[src/rtl/clrx_axis_packer.sv]
// Camera Link X-channel packer: qualifies pixels, frames them as AXI4-Stream video (tuser=SOF, tlast=EOL)
// through a first-word-fall-through FIFO and measures line/frame geometry. Option: CLRX_PACK_DVAL_EN.
module clrx_axis_packer #(
  parameter int unsigned FIFO_DEPTH = 16,
  parameter int unsigned CNT_W      = 16
) (
  input  logic             px_clk_x,
  input  logic             rst,
  input  logic [7:0]       Ax,
  input  logic [7:0]       Bx,
  input  logic [7:0]       Cx,
  input  logic [3:0]       LFDSx,
  input  logic             strb_ABC_val_x,
  input  logic             status_clr,
  output logic [23:0]      m_axis_tdata,
  output logic             m_axis_tvalid,
  input  logic             m_axis_tready,
  output logic             m_axis_tuser,
  output logic             m_axis_tlast,
  output logic [CNT_W-1:0] line_len,
  output logic [CNT_W-1:0] frame_lines,
  output logic [CNT_W-1:0] frame_cnt,
  output logic             overflow
);
  localparam int unsigned AW = $clog2(FIFO_DEPTH);
  localparam logic [1:0] ST_SYNC  = 2'd0;
  localparam logic [1:0] ST_IDLE  = 2'd1;
  localparam logic [1:0] ST_FRAME = 2'd2;

  logic [23:0] pix_s1_q;
  logic [2:0]  lfds_s1_q;
  logic        strb_s1_q, s1_vld_q, lval_p_q, fval_p_q;

  always_ff @(posedge px_clk_x or posedge rst) begin
    if (rst) begin
      pix_s1_q  <= '0;
      lfds_s1_q <= '0;
      strb_s1_q <= 1'b0;
      s1_vld_q  <= 1'b0;
      lval_p_q  <= 1'b0;
      fval_p_q  <= 1'b0;
    end else begin
      pix_s1_q  <= {Cx, Bx, Ax};
      lfds_s1_q <= LFDSx[2:0];
      strb_s1_q <= strb_ABC_val_x;
      s1_vld_q  <= 1'b1;
      lval_p_q  <= lfds_s1_q[0];
      fval_p_q  <= lfds_s1_q[1];
    end
  end

  logic lval, fval, lval_fall, fval_fall, fval_rise, q;
  logic unused_spare;
  assign lval      = lfds_s1_q[0];
  assign fval      = lfds_s1_q[1];
  assign lval_fall = lval_p_q & ~lval;
  assign fval_fall = fval_p_q & ~fval;
  assign fval_rise = fval & ~fval_p_q;
`ifdef CLRX_PACK_DVAL_EN
  assign q            = strb_s1_q & lval & fval & lfds_s1_q[2];
  assign unused_spare = LFDSx[3];
`else
  assign q            = strb_s1_q & lval & fval;
  assign unused_spare = ^{LFDSx[3], lfds_s1_q[2]};
`endif

  logic [1:0]       state_q, state_d;
  logic [23:0]      hold_q, hold_d;
  logic             hold_vld_q, hold_vld_d, sof_pend_q, sof_pend_d, last_pend_q, last_pend_d;
  logic [CNT_W-1:0] pix_cnt_q, pix_cnt_d, line_cnt_q, line_cnt_d, line_len_q, line_len_d;
  logic [CNT_W-1:0] frame_lines_q, frame_lines_d, frame_cnt_q, frame_cnt_d;
  logic             ovf_q, ovf_d;
  logic [AW:0]      wr_ptr_q, wr_ptr_d, rd_ptr_q, rd_ptr_d;
  logic [25:0]      mem_q [FIFO_DEPTH];
  logic [25:0]      wr_word, rd_word;
  logic             active, push, push_last, wr_en, pop, fifo_empty, fifo_full;

  function automatic logic [CNT_W-1:0] sat_inc(input logic [CNT_W-1:0] v);
    return (v == '1) ? v : v + CNT_W'(1);
  endfunction

  assign fifo_empty = (wr_ptr_q == rd_ptr_q);
  assign fifo_full  = (wr_ptr_q[AW] != rd_ptr_q[AW]) && (wr_ptr_q[AW-1:0] == rd_ptr_q[AW-1:0]);
  assign pop        = ~fifo_empty & m_axis_tready;

  always_comb begin
    state_d       = state_q;
    hold_d        = hold_q;
    hold_vld_d    = hold_vld_q;
    sof_pend_d    = sof_pend_q;
    last_pend_d   = last_pend_q;
    pix_cnt_d     = pix_cnt_q;
    line_cnt_d    = line_cnt_q;
    line_len_d    = line_len_q;
    frame_lines_d = frame_lines_q;
    frame_cnt_d   = status_clr ? '0 : frame_cnt_q;
    ovf_d         = status_clr ? 1'b0 : ovf_q;
    active        = 1'b0;
    push          = 1'b0;
    push_last     = 1'b0;
    wr_en         = 1'b0;
    case (state_q)
      ST_SYNC:  if (s1_vld_q && !fval) state_d = ST_IDLE;
      ST_IDLE:  if (fval_rise) begin
                  state_d    = ST_FRAME;
                  sof_pend_d = 1'b1;
                  active     = 1'b1;
                end
      ST_FRAME: begin
                  active = 1'b1;
                  if (fval_fall) state_d = ST_IDLE;
                end
      default:  state_d = ST_SYNC;
    endcase
    if (active) begin
      if (q) begin
        push       = hold_vld_q;
        hold_d     = pix_s1_q;
        hold_vld_d = 1'b1;
        pix_cnt_d  = sat_inc(pix_cnt_q);
      end else if ((lval_fall || fval_fall) && hold_vld_q) begin
        push       = 1'b1;
        push_last  = 1'b1;
        hold_vld_d = 1'b0;
      end
      // Empty lines neither update line_len nor count as a line.
      if (lval_fall) begin
        pix_cnt_d = '0;
        if (pix_cnt_q != '0) begin
          line_len_d = pix_cnt_q;
          line_cnt_d = sat_inc(line_cnt_q);
        end
      end
      if (fval_fall) begin
        frame_lines_d = line_cnt_d;
        line_cnt_d    = '0;
        pix_cnt_d     = '0;
        frame_cnt_d   = sat_inc(frame_cnt_d);
      end
    end
    wr_word = {sof_pend_q, push_last | last_pend_q, hold_q};
    if (push) begin
      // A dropped word leaves its markers pending for the next accepted word.
      if (fifo_full && !pop) begin
        ovf_d       = 1'b1;
        last_pend_d = wr_word[24];
      end else begin
        wr_en       = 1'b1;
        sof_pend_d  = 1'b0;
        last_pend_d = 1'b0;
      end
    end
    wr_ptr_d = wr_ptr_q + (AW+1)'(wr_en);
    rd_ptr_d = rd_ptr_q + (AW+1)'(pop);
  end

  always_ff @(posedge px_clk_x or posedge rst) begin
    if (rst) begin
      state_q       <= ST_SYNC;
      hold_q        <= '0;
      hold_vld_q    <= 1'b0;
      sof_pend_q    <= 1'b0;
      last_pend_q   <= 1'b0;
      pix_cnt_q     <= '0;
      line_cnt_q    <= '0;
      line_len_q    <= '0;
      frame_lines_q <= '0;
      frame_cnt_q   <= '0;
      ovf_q         <= 1'b0;
      wr_ptr_q      <= '0;
      rd_ptr_q      <= '0;
    end else begin
      state_q       <= state_d;
      hold_q        <= hold_d;
      hold_vld_q    <= hold_vld_d;
      sof_pend_q    <= sof_pend_d;
      last_pend_q   <= last_pend_d;
      pix_cnt_q     <= pix_cnt_d;
      line_cnt_q    <= line_cnt_d;
      line_len_q    <= line_len_d;
      frame_lines_q <= frame_lines_d;
      frame_cnt_q   <= frame_cnt_d;
      ovf_q         <= ovf_d;
      wr_ptr_q      <= wr_ptr_d;
      rd_ptr_q      <= rd_ptr_d;
    end
  end

  always_ff @(posedge px_clk_x) begin
    if (wr_en) mem_q[wr_ptr_q[AW-1:0]] <= wr_word;
  end

  assign rd_word       = mem_q[rd_ptr_q[AW-1:0]];
  assign m_axis_tvalid = ~fifo_empty;
  assign m_axis_tdata  = fifo_empty ? '0 : rd_word[23:0];
  assign m_axis_tuser  = ~fifo_empty & rd_word[25];
  assign m_axis_tlast  = ~fifo_empty & rd_word[24];
  assign line_len      = line_len_q;
  assign frame_lines   = frame_lines_q;
  assign frame_cnt     = frame_cnt_q;
  assign overflow      = ovf_q;
endmodule

[config.mk]
export PLATFORM = sky130hd
export DESIGN_NAME = clrx_axis_packer
export DESIGN_NICKNAME = d
export VERILOG_FILES = /design/src/rtl/clrx_axis_packer.sv
export SDC_FILE = /design/constraint.sdc
export NUM_CORES = 1
export LEC_CHECK = 0
export CORE_ASPECT_RATIO = 1.2
export CORE_MARGIN = 2
export CORE_UTILIZATION = 45
export DETAILED_ROUTE_END_ITERATION = 7
export REMOVE_ABC_BUFFERS = 1
export SLEW_MARGIN = 10
export SYNTH_ARGS = -nofsm -noshare
export SYNTH_HDL_FRONTEND = slang
export SYNTH_SLANG_ARGS = --single-unit
export TNS_END_PERCENT = 10
[constraint.sdc]
create_clock -name px_clk_x -period 7.1 [get_ports px_clk_x]
set_clock_uncertainty 0.2 [all_clocks]
set_input_delay 1.42 -clock px_clk_x [delete_from_list [all_inputs] [get_ports px_clk_x]]
set_output_delay 1.42 -clock px_clk_x [all_outputs]
set_load 0.02 [all_outputs]
==> reports/qor_table.md <==
| Step | Parameter | Value |
|---|---|---|
| synthesis | FF+latch count, synth | 566 |
| detailed routing | Overall routed net length | 50.5 mm |
| global routing | First-pass GRT wire length | 76.5 mm |
| final layout | Nets | 1451 |
| floorplanning | Std cell rows | 89 |
| clocking | CTS H-tree depth | 2 |
| detailed routing | Routed wire length per instance | 24.2 um |
| clocking | CTS clock-pin slew for the worst setup and hold paths | 0.06 ns |
| synthesis | Asr flop ratio synth | 26.5% |
| global routing | Largest net degree at the start of global routing | 70 |
| detailed routing | Vias per Instance | 5.62 |
| final layout | Filler Cells Inserted | 3931 |
| clocking | Clock tree root buffer cell | sky130_fd_sc_hd__clkbuf_16 |
| synthesis | Post-synth top flop | sky130_fd_sc_hd__edfxtp_1 |
| worst setup path | Startpoint Class | register |
| floorplanning | Boundary pin count | 109 |
| sta | Highest attainable clock frequency | 184 MHz |
| clocking | Clock tree from TritonCTS | built |
| worst setup path | Required time of the critical path | 5.48 ns |
| placement | RD Place Congestion | 0.814 |
| clocking | Post-CTS sizing | 0 |
| worst setup path | Max Fanout on Critical Path | 69 |
| synthesis | Number of distinct standard cells referenced by the synthesized netlist | 69 |
| placement | Worst-case setup slack after placement | 2.22 ns |
| final layout | Fraction of final layout cells sized beyond drive strength 1 | 20.6% |
| global routing | Global Route Usage Sum | 19.8% |
| power and ir drop | Worst IR Drop VDD | 0.182 mV |
| detailed routing | Count of antenna-violating nets left after detailed routing | 0 |
| sta | Final period util | 76.4% |
| run | Maximum Capacitance Violations | 0 |
| synthesis | Yosys warnings | 0 |
| synthesis | Number of flops mapped to enable cells by yosys | 416 |
| global routing | Global route overflow | 0 |
| clocking | Longest Clk Path Bufs | 3 |
| clocking | TritonCTS Buffers | 57 |
| floorplanning | Starting utilization of the core area | 45.7% |
| final layout | Antenna Diode Count | 0 |
| sta | Max-slew violation total from the final report | 0 |
| sta | RSZ-0062 raised after global routing | no |
| sta | Hold Slack | 0.218 ns |
| worst setup path | Type of element capturing the critical path | primary output |
| floorplanning | Vert. Die Dim | 249 um |
| detailed routing | Via count | 11700 |
| worst hold path | HP Class | reg -> reg |
| synthesis | Sequential fraction of the synthesis area | 72.1% |
| clocking | Setup Buffers After CTS | 0 |
| power and ir drop | Power density of the placed cells | 365 nW/um^2 |
| detailed routing | Pre-Repair DR Iteration Count | 4 |
| synthesis | Cell accounting for the most synthesized area | sky130_fd_sc_hd__edfxtp_1 |
| placement | IO Port Bufs | 106 |
| worst setup path | Endpoint arrival time on the critical path | 3.81 ns |
| sta | Setup violation total in the final timing report | 0 |
| run status | Result of the run | finished, final reports clean |
| final layout | Fraction of the core area covered by cells at the end of the flow | 53.5% |
| power and ir drop | Static Leak | 9.21 nW |
| detailed routing | First DRT Iteration DRCs | 726 |
| synthesis | Leading cell types by total area after synthesis | sky130_fd_sc_hd__edfxtp_1 55%, sky130_fd_sc_hd__dfrtp_1 17%, sky130_fd_sc_hd__mux4_2 13% |
| floorplanning | Area of the die | 51900 sq um |
| sta | Fin worst setup slack | 1.67 ns |
| synthesis | Mean instance size in the synthesized netlist | 17.8 sq um |
| floorplanning | Die Wd | 208 um |
| synthesis | Mapped Cells | 1268 |
| clocking | Hold-fix buffers at CTS | 0 |
| floorplanning | CORE AREA | 49300 sq um |
| placement | Placed wire-length estimate | 27.5 mm |
| sta | Setup TNS Final | 0 ns |
| clocking | Number of clock sinks seen by CTS | 566 |
| synthesis | Post-synth top area share | 55.4% |
| global routing | Number of antenna violations at the first check in global routing | 0 |
| synthesis | Syn Std Cell Area | 22500 sq um |
| detailed routing | Residual DRC count | 0 |
| sta | Tmin final | 5.43 ns |
| global routing | Vias in the first global route | 12400 |
| sta | Hold Vio Cnt, Final | 0 |
| sta | Worst slew margin relative to its limit | 25.7% |
| worst setup path | Class of the most critical setup path | reg -> out |
| final layout | Post-synthesis to final-layout area growth | 17.0% |
| clocking | Clock insertion delay at the later pin of the skew report | 0.60 ns |
| sta | Slew at the pin with the worst max-slew slack | 1.11 ns |
layer usage:
metal	up-vias	wire, um	global-route usage, %
met3	89	1890	3.10
li1	5232	-	-
met1	6177	21100	25.4
met4	0	1400	6.39
met5	-	0	0
met2	243	26200	34.7
layout by cell type (no fill, tap or decap), drive strengths merged, types with 9 or more instances in the layout:
cell type / Yosys / final
a21oi: 18 / 18
buf: 14 / 32
clkbuf: 46 / 85
clkdlybuf4s50: 0 / 106
clkinv: 0 / 19
dfrtp: 150 / 150
edfxtp: 416 / 416
ha: 13 / 13
inv: 19 / 20
mux2: 18 / 18
mux4: 130 / 130
nand2: 120 / 120
nand2b: 10 / 10
nand3: 20 / 20
nand4: 22 / 22
nor2: 43 / 43
nor2b: 36 / 36
nor3: 17 / 17
nor4: 17 / 17
o21ai: 34 / 34
or4: 9 / 9
xnor2: 27 / 27
xor2: 10 / 10
power breakdown:
part / total (mW) / leakage, nW / internal, mW / switching [mW]
sequential: 4.30 / 5.77 / 3.92 / 0.387
clock: 2.94 / 0.910 / 1.71 / 1.23
combinational: 2.39 / 2.53 / 1.28 / 1.12
kinds of logic (layout without fill, tap and decap cells):
family	after synthesis	in the layout	synth area share [%]
buf+inv	79	265	1.43
fa+ha+maj	13	13	0.722
simple gates	325	325	7.42
xor+xnor	37	37	1.44
other cells	1	1	0.0166
flops	566	566	72.1
mux	156	156	14.2
compound gates	91	91	2.64
state kept, by name, indices dropped and copies added, names as in the netlist, 2 cells and up:
signal	count
line_cnt_q	16
line_len	16
mem_q	416
wr_ptr_q	5
state_q	2
frame_cnt	16
pix_cnt_q	16
pix_s1_q	24
hold_q	24
frame_lines	16
rd_ptr_q	5
lfds_s1_q	2
path summary, 6_finish.rpt:
check | slack (ns) | to | from | depth (start not counted)
min in group asynchronous | 1.01 | line_cnt_q[15] | rst | 2
worst min-delay path | 0.22 | lval_p_q | lfds_s1_q[0] | 0
max in group asynchronous | 4.52 | pix_s1_q[19] | rst | 3
worst max register to register | 2.69 | mem_q[1][10] | state_q[0] | 10
worst max-delay path | 1.67 | m_axis_tdata[12] | rd_ptr_q[1] | 5
worst min register to register | 0.22 | lval_p_q | lfds_s1_q[0] | 0
Yosys cell counts, drive strengths merged, types with 4 or more instances:
library cell	instances
edfxtp	416
dfrtp	150
mux4	130
nand2	120
clkbuf	46
nor2	43
nor2b	36
o21ai	34
xnor2	27
nand4	22
nand3	20
inv	19
a21oi	18
mux2	18
nor3	17
nor4	17
buf	14
ha	13
nand2b	10
xor2	10
or4	9
a31oi	8
mux2i	8
and3	6
and2	5
and4	4
nor4b	4
o211ai	4
final cells by class:
class / count / area (sq um) / area share [%]
flip-flops and latches: 566 / 16300 / 61.6
multi-input cells: 623 / 6090 / 23.1
clock buffers: 85 / 1640 / 6.23
repair buffers: 138 / 1310 / 4.98
well taps: 637 / 797 / 3.02
clock inverters: 23 / 195 / 0.740
inverters: 19 / 76.3 / 0.289
through the flow:
| stage | std cells | instance area, sq um | power, mW |
|---|---|---|---|
| 3_3_place_gp | 1983 | 24500 | 6.79 |
| 2_1_floorplan | 1208 | 22300 | 6.00 |
| 4_1_cts | 2091 | 26400 | 9.79 |
| 6_report | 2091 | 26400 | 9.64 |
| 5_1_grt | 2091 | 26400 | 10.1 |
| 3_5_place_dp | 1983 | 24500 | 6.83 |
critical path, cell delays in order (launching register included):
cell	delay [ns]
sky130_fd_sc_hd__dfrtp_4	1.15
sky130_fd_sc_hd__buf_4	0.46
sky130_fd_sc_hd__mux4_2	0.37
sky130_fd_sc_hd__mux4_2	0.51
sky130_fd_sc_hd__nor2b_1	0.15
sky130_fd_sc_hd__clkdlybuf4s50_1	0.55
No activity file was read; power rests on OpenSTA's default activity.
